==> src/rtl/uart_pkg.sv <==
// -----------------------------------------------------------------------------
// uart_pkg
// Shared definitions for the UART TX path (and the future RX path):
//   - parity mode encodings
//   - transmitter FSM state encoding
//   - clog2 helper usable in constant expressions
// No ports.
// -----------------------------------------------------------------------------
package uart_pkg;

  localparam int PAR_NONE = 0;
  localparam int PAR_ODD  = 1;
  localparam int PAR_EVEN = 2;

  typedef enum logic [2:0] {
    ST_IDLE   = 3'd0,
    ST_START  = 3'd1,
    ST_DATA   = 3'd2,
    ST_PARITY = 3'd3,
    ST_STOP   = 3'd4
  } uart_state_e;

  // Smallest r with 2**r >= value; returns 0 for value <= 1.
  function automatic int clog2(input int value);
    int r;
    r = 0;
    while ((1 << r) < value) r++;
    return r;
  endfunction

endpackage

==> src/rtl/uart_sync_fifo.sv <==
// -----------------------------------------------------------------------------
// uart_sync_fifo
// Single-clock FIFO with push/pop strobes. Pushes while full and pops while
// empty are ignored, so callers may leave the strobes unqualified.
// The head entry is presented combinationally on o_rdata.
// Ports:
//   i_clk, i_rst_n   clock, asynchronous active-low reset
//   i_push, i_wdata  write strobe and data
//   i_pop            read strobe (consumes o_rdata)
//   o_rdata          head entry
//   o_full, o_empty  status
//   o_level          occupied entries (0..DEPTH)
// -----------------------------------------------------------------------------
module uart_sync_fifo
  import uart_pkg::*;
#(
  parameter int WIDTH = 8,
  parameter int DEPTH = 4
) (
  input  logic                    i_clk,
  input  logic                    i_rst_n,
  input  logic                    i_push,
  input  logic [WIDTH-1:0]        i_wdata,
  input  logic                    i_pop,
  output logic [WIDTH-1:0]        o_rdata,
  output logic                    o_full,
  output logic                    o_empty,
  output logic [clog2(DEPTH):0]   o_level
);

  localparam int AW = clog2(DEPTH);

  logic [WIDTH-1:0] r_mem [DEPTH];
  logic [AW-1:0]    r_wr_ptr;
  logic [AW-1:0]    r_rd_ptr;
  logic [AW:0]      r_level;
  logic             w_do_push;
  logic             w_do_pop;

  assign o_full    = (r_level == (AW+1)'(DEPTH));
  assign o_empty   = (r_level == '0);
  assign o_level   = r_level;
  assign o_rdata   = r_mem[r_rd_ptr];
  assign w_do_push = i_push & ~o_full;
  assign w_do_pop  = i_pop & ~o_empty;

  // Storage needs no reset: entries are only read once written.
  always_ff @(posedge i_clk) begin
    if (w_do_push) r_mem[r_wr_ptr] <= i_wdata;
  end

  // DEPTH is a power of two, so the pointers wrap naturally.
  always_ff @(posedge i_clk or negedge i_rst_n) begin
    if (!i_rst_n) begin
      r_wr_ptr <= '0;
      r_rd_ptr <= '0;
      r_level  <= '0;
    end else begin
      if (w_do_push) r_wr_ptr <= r_wr_ptr + AW'(1);
      if (w_do_pop)  r_rd_ptr <= r_rd_ptr + AW'(1);
      case ({w_do_push, w_do_pop})
        2'b10:   r_level <= r_level + (AW+1)'(1);
        2'b01:   r_level <= r_level - (AW+1)'(1);
        default: r_level <= r_level;
      endcase
    end
  end

endmodule

==> src/rtl/uart_tx_fifo.sv <==
// -----------------------------------------------------------------------------
// uart_tx_fifo
// Parametrised UART transmitter fed through a small input FIFO.
// Frames: start, DATA_BITS data (LSB first), optional parity, STOP_BITS stop.
// Queued frames go out back-to-back with no idle gap.
//
//   state     | meaning
//   ----------+------------------------------------------------------
//   ST_IDLE   | line high, waiting for the FIFO to hold a word
//   ST_START  | start bit (0)
//   ST_DATA   | data bits, LSB first, r_idx selects the bit
//   ST_PARITY | parity bit (skipped when PARITY == PAR_NONE)
//   ST_STOP   | stop bit(s), r_idx counts them
//
// Ports:
//   i_clk, i_rst_n   clock, asynchronous active-low reset
//   i_s_data         word to transmit
//   i_s_valid        i_s_data valid
//   o_s_ready        FIFO not full; transfer on i_s_valid & o_s_ready
//   o_tx             registered serial line, idles high
//   o_tx_busy        a frame is in progress
//   o_tx_done        one-cycle pulse during the last cycle of the stop bit(s)
//   o_fifo_level     occupied FIFO entries
// -----------------------------------------------------------------------------
module uart_tx_fifo
  import uart_pkg::*;
#(
  parameter int CLKS_PER_BIT = 50,
  parameter int DATA_BITS    = 8,
  parameter int PARITY       = 0,
  parameter int STOP_BITS    = 1,
  parameter int FIFO_DEPTH   = 4
) (
  input  logic                         i_clk,
  input  logic                         i_rst_n,
  input  logic [DATA_BITS-1:0]         i_s_data,
  input  logic                         i_s_valid,
  output logic                         o_s_ready,
  output logic                         o_tx,
  output logic                         o_tx_busy,
  output logic                         o_tx_done,
  output logic [clog2(FIFO_DEPTH):0]   o_fifo_level
);

  localparam int CW = clog2(CLKS_PER_BIT);

  uart_state_e          r_state;
  uart_state_e          w_state_nxt;
  logic [CW-1:0]        r_cnt;
  logic [3:0]           r_idx;
  logic [DATA_BITS-1:0] r_shreg;
  logic                 r_par;
  logic                 r_tx;
  logic                 r_tx_done;

  logic                 w_full;
  logic                 w_empty;
  logic [DATA_BITS-1:0] w_head;
  logic                 w_push;
  logic                 w_pop;
  logic                 w_bit_end;
  logic                 w_frame_end;
  logic                 w_tx_bit;

  assign o_s_ready = ~w_full;
  assign w_push    = i_s_valid & ~w_full;
  assign w_bit_end = (r_cnt == CW'(CLKS_PER_BIT - 1));
  assign o_tx      = r_tx;
  assign o_tx_busy = (r_state != ST_IDLE);
  assign o_tx_done = r_tx_done;

  uart_sync_fifo #(
    .WIDTH (DATA_BITS),
    .DEPTH (FIFO_DEPTH)
  ) u_fifo (
    .i_clk   (i_clk),
    .i_rst_n (i_rst_n),
    .i_push  (w_push),
    .i_wdata (i_s_data),
    .i_pop   (w_pop),
    .o_rdata (w_head),
    .o_full  (w_full),
    .o_empty (w_empty),
    .o_level (o_fifo_level)
  );

  always_ff @(posedge i_clk or negedge i_rst_n) begin
    if (!i_rst_n) r_state <= ST_IDLE;
    else          r_state <= w_state_nxt;
  end

  always_comb begin
    w_state_nxt = r_state;
    w_pop       = 1'b0;
    w_frame_end = 1'b0;
    w_tx_bit    = 1'b1;
    case (r_state)
      ST_IDLE: begin
        if (!w_empty) begin
          w_pop       = 1'b1;
          w_state_nxt = ST_START;
        end
      end
      ST_START: begin
        w_tx_bit = 1'b0;
        if (w_bit_end) w_state_nxt = ST_DATA;
      end
      ST_DATA: begin
        w_tx_bit = r_shreg[0];
        if (w_bit_end && r_idx == 4'(DATA_BITS - 1))
          w_state_nxt = (PARITY != PAR_NONE) ? ST_PARITY : ST_STOP;
      end
      ST_PARITY: begin
        w_tx_bit = r_par;
        if (w_bit_end) w_state_nxt = ST_STOP;
      end
      ST_STOP: begin
        if (w_bit_end && r_idx == 4'(STOP_BITS - 1)) begin
          w_frame_end = 1'b1;
          // Chain straight into the next start bit when more work is queued.
          if (!w_empty) begin
            w_pop       = 1'b1;
            w_state_nxt = ST_START;
          end else begin
            w_state_nxt = ST_IDLE;
          end
        end
      end
      default: w_state_nxt = ST_IDLE;
    endcase
  end

  // The line is registered from the current state, so it lags the FSM by one
  // cycle; tx_done is registered the same way to stay aligned with the line.
  always_ff @(posedge i_clk or negedge i_rst_n) begin
    if (!i_rst_n) begin
      r_cnt     <= '0;
      r_idx     <= '0;
      r_shreg   <= '0;
      r_par     <= 1'b0;
      r_tx      <= 1'b1;
      r_tx_done <= 1'b0;
    end else begin
      r_tx      <= w_tx_bit;
      r_tx_done <= w_frame_end;

      if (r_state == ST_IDLE || w_bit_end) r_cnt <= '0;
      else                                 r_cnt <= r_cnt + CW'(1);

      if (w_state_nxt != r_state)
        r_idx <= '0;
      else if (w_bit_end && (r_state == ST_DATA || r_state == ST_STOP))
        r_idx <= r_idx + 4'd1;

      if (w_pop) begin
        r_shreg <= w_head;
        r_par   <= (PARITY == PAR_ODD) ? ~^w_head : ^w_head;
      end else if (r_state == ST_DATA && w_bit_end) begin
        r_shreg <= r_shreg >> 1;
      end
    end
  end

endmodule

==> config.mk <==
export PLATFORM = sky130hd
export DESIGN_NAME = uart_tx_fifo
export DESIGN_NICKNAME = d
export VERILOG_FILES = /design/src/rtl/uart_pkg.sv /design/src/rtl/uart_sync_fifo.sv /design/src/rtl/uart_tx_fifo.sv
export SDC_FILE = /design/constraint.sdc
export NUM_CORES = 1
export LEC_CHECK = 0
export ABC_CLOCK_PERIOD_IN_PS = 5300
export CAP_MARGIN = 5
export CORE_MARGIN = 4
export CORE_UTILIZATION = 35
export DETAILED_ROUTE_END_ITERATION = 12
export HOLD_SLACK_MARGIN = 0.08
export SLEW_MARGIN = 20
export SYNTH_ARGS = -nofsm -noshare
export SYNTH_HDL_FRONTEND = slang
export SYNTH_SLANG_ARGS = --single-unit
==> constraint.sdc <==
create_clock -name i_clk -period 5.3 [get_ports i_clk]
set_input_delay 1.325 -clock i_clk [delete_from_list [all_inputs] [get_ports i_clk]]
set_output_delay 1.325 -clock i_clk [all_outputs]
set_load 0.01 [all_outputs]
==> metrics.md <==
| Metric | Value |
|---|---|
| Nets | `252` |
| DRT iter0 DRCs | `51` |
| GR Util All Layers | `10.8%` |
| Netlist cell types | `40` |
| Lkg Pwr | `1.28 nW` |
| Largest net degree at the start of global routing | `32` |
| Root cell of the clock tree | `clkbuf_8` |
| Half-perimeter wire length after placement | `3.12 mm` |
| Vias in the first global route | `1655` |
| Antenna-violating nets left | `0` |
| Post-CTS sizing | `0` |
| Total core area | `7810 sq um` |
| Starting density of the core | `36.2%` |
| Yosys top cell by area | `edfxtp_1` |
| Hold Path Class | `flip-flop to flip-flop` |
| Post-synthesis net count | `230` |
| RSZ-0062 raised after global routing | `false` |
| Post-CTS Setup Inserts | `0` |
| Slew Viols, Final | `0` |
| Max-slew headroom | `56.4%` |
| Mean Syn Cell Area | `13.5 sq um` |
| Via density | `4.70` |
| Register bit total from synthesis | `63` |
| Synth top area share | `34.0%` |
| WL final | `4.65 mm` |
| Worst-margin pin slew | `0.649 ns` |
| CP Class | `flip-flop to primary output` |
| GPL Wtd Cong | `0.731` |
| Layout area overhead | `17.5%` |
| Most common cell after layout, fill and taps aside | `edfxtp_1` |
| Pre-CTS setup slack | `2.18 ns` |
| Post-Route Skew | `0.00866 ns` |
| Cell Area, Placed | `3100 sq um` |
| Clock Pin Slew Worst Setup and Hold Paths | `0.07 ns` |
| Req. time, crit path | `3.97 ns` |
| Post-route DRC | `0` |
| Pre-antenna DRT Iters | `4` |
| Run status | `finished clean` |
| Hold_sp | `r_cnt[0]$_DFF_PN0_` |
| Final hold violation count | `0` |
| Chip height | `97.9 um` |
| Number of CTS-inserted buffers | `9` |
| Worst setup SP type | `flip-flop` |
| Die width | `97.9 um` |
| Worst Path Arrival | `1.80 ns` |
| Tmin final | `3.12 ns` |
| Ys Warns | `0` |
| Max-Cap Viols | `0` |
| Share of layout cells above drive strength 1 | `13.1%` |
| Most frequent cells in the layout | `32 x edfxtp_1, 30 x dfrtp_1, 20 x nor2_1` |
| Post-synthesis sequential area ratio | `61.4%` |
| Critical Path Max Stage Delay | `0.51 ns` |
| Top Ports | `18` |
| TNS Setup | `0 ns` |
| Mapped Cells | `209` |
| Synth area leaders | `edfxtp_1 34%, dfrtp_1 27%, mux4_2 6.4%` |
| DIE AREA | `9590 sq um` |
| Synthesized cell area | `2830 sq um` |
| Design area | `3320 sq um` |
| Port bufs | `17` |
| Final setup margin | `2.18 ns` |
| Crit-path cells | `or3_1, clkdlybuf4s50_1` |
| FMAX | `320 MHz` |
| Tcrit/Tclk final | `58.9%` |
| Number of setup violations in the final report | `0` |
| Worst reg2reg startpoint | `r_idx[0]$_DFFE_PN0P_` |
| GRT overflow | `0` |
| Ant diodes | `0` |
| Power Dens Cells | `548 nW/um^2` |
| Filler cells | `726` |
| Hold buffers post-CTS | `0` |
| Total power | `1.82 mW` |
| First-pass GRT wire length | `7.98 mm` |
| FP Rows | `32` |
| H-tree levels | `3` |
| Clock Sinks | `63` |
| Wirelength per Cell | `13.7 um` |
| CP Launch Point | `r_state[2]$_DFF_PN0_` |
| Max Fanout on Critical Path | `10` |
| TritonCTS clock tree | `done` |
| CP endpoint kind | `primary output` |
| Initial antenna violation count | `0` |
| VDD IR max | `0.243 mV` |
| Clk Latency, worst-skew pair | `0.34 ns` |
| Max clock buf depth | `2` |
| Slowest cell on the critical path | `dfrtp_1` |
| Vias | `1588` |
[metal layers]
layer  vias up  share of wire, %  GRT usage [%]
met5         -                 0              0
met1       771                47           13.3
met4         0               2.3           6.07
li1        785                 -              -
met2        25                47           16.4
met3         7               3.2           4.07
[metrics by stage]
step	hold WS, ns	cells	util (%)
finish	0.499	338	42.6
global route	0.539	338	42.6
CTS	0.504	338	42.6
detailed placement	0.494	322	39.7
global placement	0.485	322	39.7
floorplan	0.461	209	-
[worst paths after layout]
kind                            slack (ns)  cells after the start                             end
worst max-delay path                  2.18                      2                       o_tx_busy
worst min-delay path                  0.50                      1              r_cnt[0]$_DFF_PN0_
worst max register to register        2.72                     12   u_fifo.o_level[2]$_DFFE_PN0P_
worst min register to register        0.50                      1              r_cnt[0]$_DFF_PN0_
max in group asynchronous             3.60                      2                  o_tx$_DFF_PN1_
min in group asynchronous             1.37                      2  u_fifo.r_rd_ptr[0]$_DFFE_PN0P_
[cell type report]
cell class | instances | area, sq um | area share (%)
inverters | 12 | 45.0 | 1.35
well taps | 102 | 128 | 3.84
repair buffers | 19 | 185 | 5.57
clock buffers | 9 | 124 | 3.73
flip-flops and latches | 63 | 1740 | 52.3
multi-input cells | 126 | 1000 | 30.1
clock inverters | 7 | 104 | 3.12
[worst max-delay path: cells and delay by family, from the launching register on]
family | cells | cell delay, ns
buf+inv | 1 | 0.50
simple gates | 1 | 0.44
flops | 1 | 0.51
[cells in the mapped netlist (all sizes together)]
cell type / count
and3: 5
o22ai: 1
mux4: 8
xor2: 7
nor3b: 2
a211oi: 2
nor2: 20
clkbuf: 3
o31a: 1
ha: 9
fa: 1
xnor2: 14
mux2i: 7
a22oi: 1
nand2: 16
a21oi: 3
a31oi: 1
nand3: 4
o21ai: 11
a221o: 1
and4b: 1
inv: 12
and2: 1
or2: 1
nand4: 1
nand4b: 1
dfstp: 1
edfxtp: 32
o31ai: 1
dfrtp: 30
buf: 5
nand3b: 2
or3: 1
nor4: 2
nand2b: 1
[sequential cells by signal, indices dropped and copies added (netlist names)]
name and count:
o_tx 1, r_idx 4, u_fifo.r_rd_ptr 2, u_fifo.o_level 3
r_shreg 8, u_fifo.r_mem 32, r_state 3, u_fifo.r_wr_ptr 2
o_tx_done 1, r_par 1, r_cnt 6
[cells by family (layout without fill, tap and decap cells)]
group	after synthesis	in the layout	share of synthesized area [%]
flops	63	63	61.4
simple gates	58	58	10.7
compound gates	22	22	4.64
fa+ha+maj	10	10	4.69
buf+inv	20	47	3.18
mux	15	15	8.85
xor+xnor	21	21	6.50
[where the power goes]
group	total [mW]	internal (mW)	switching, mW
logic	0.566	0.295	0.271
clock network	0.472	0.270	0.201
registers	0.785	0.660	0.125
(Power assumes the default switching activity.)
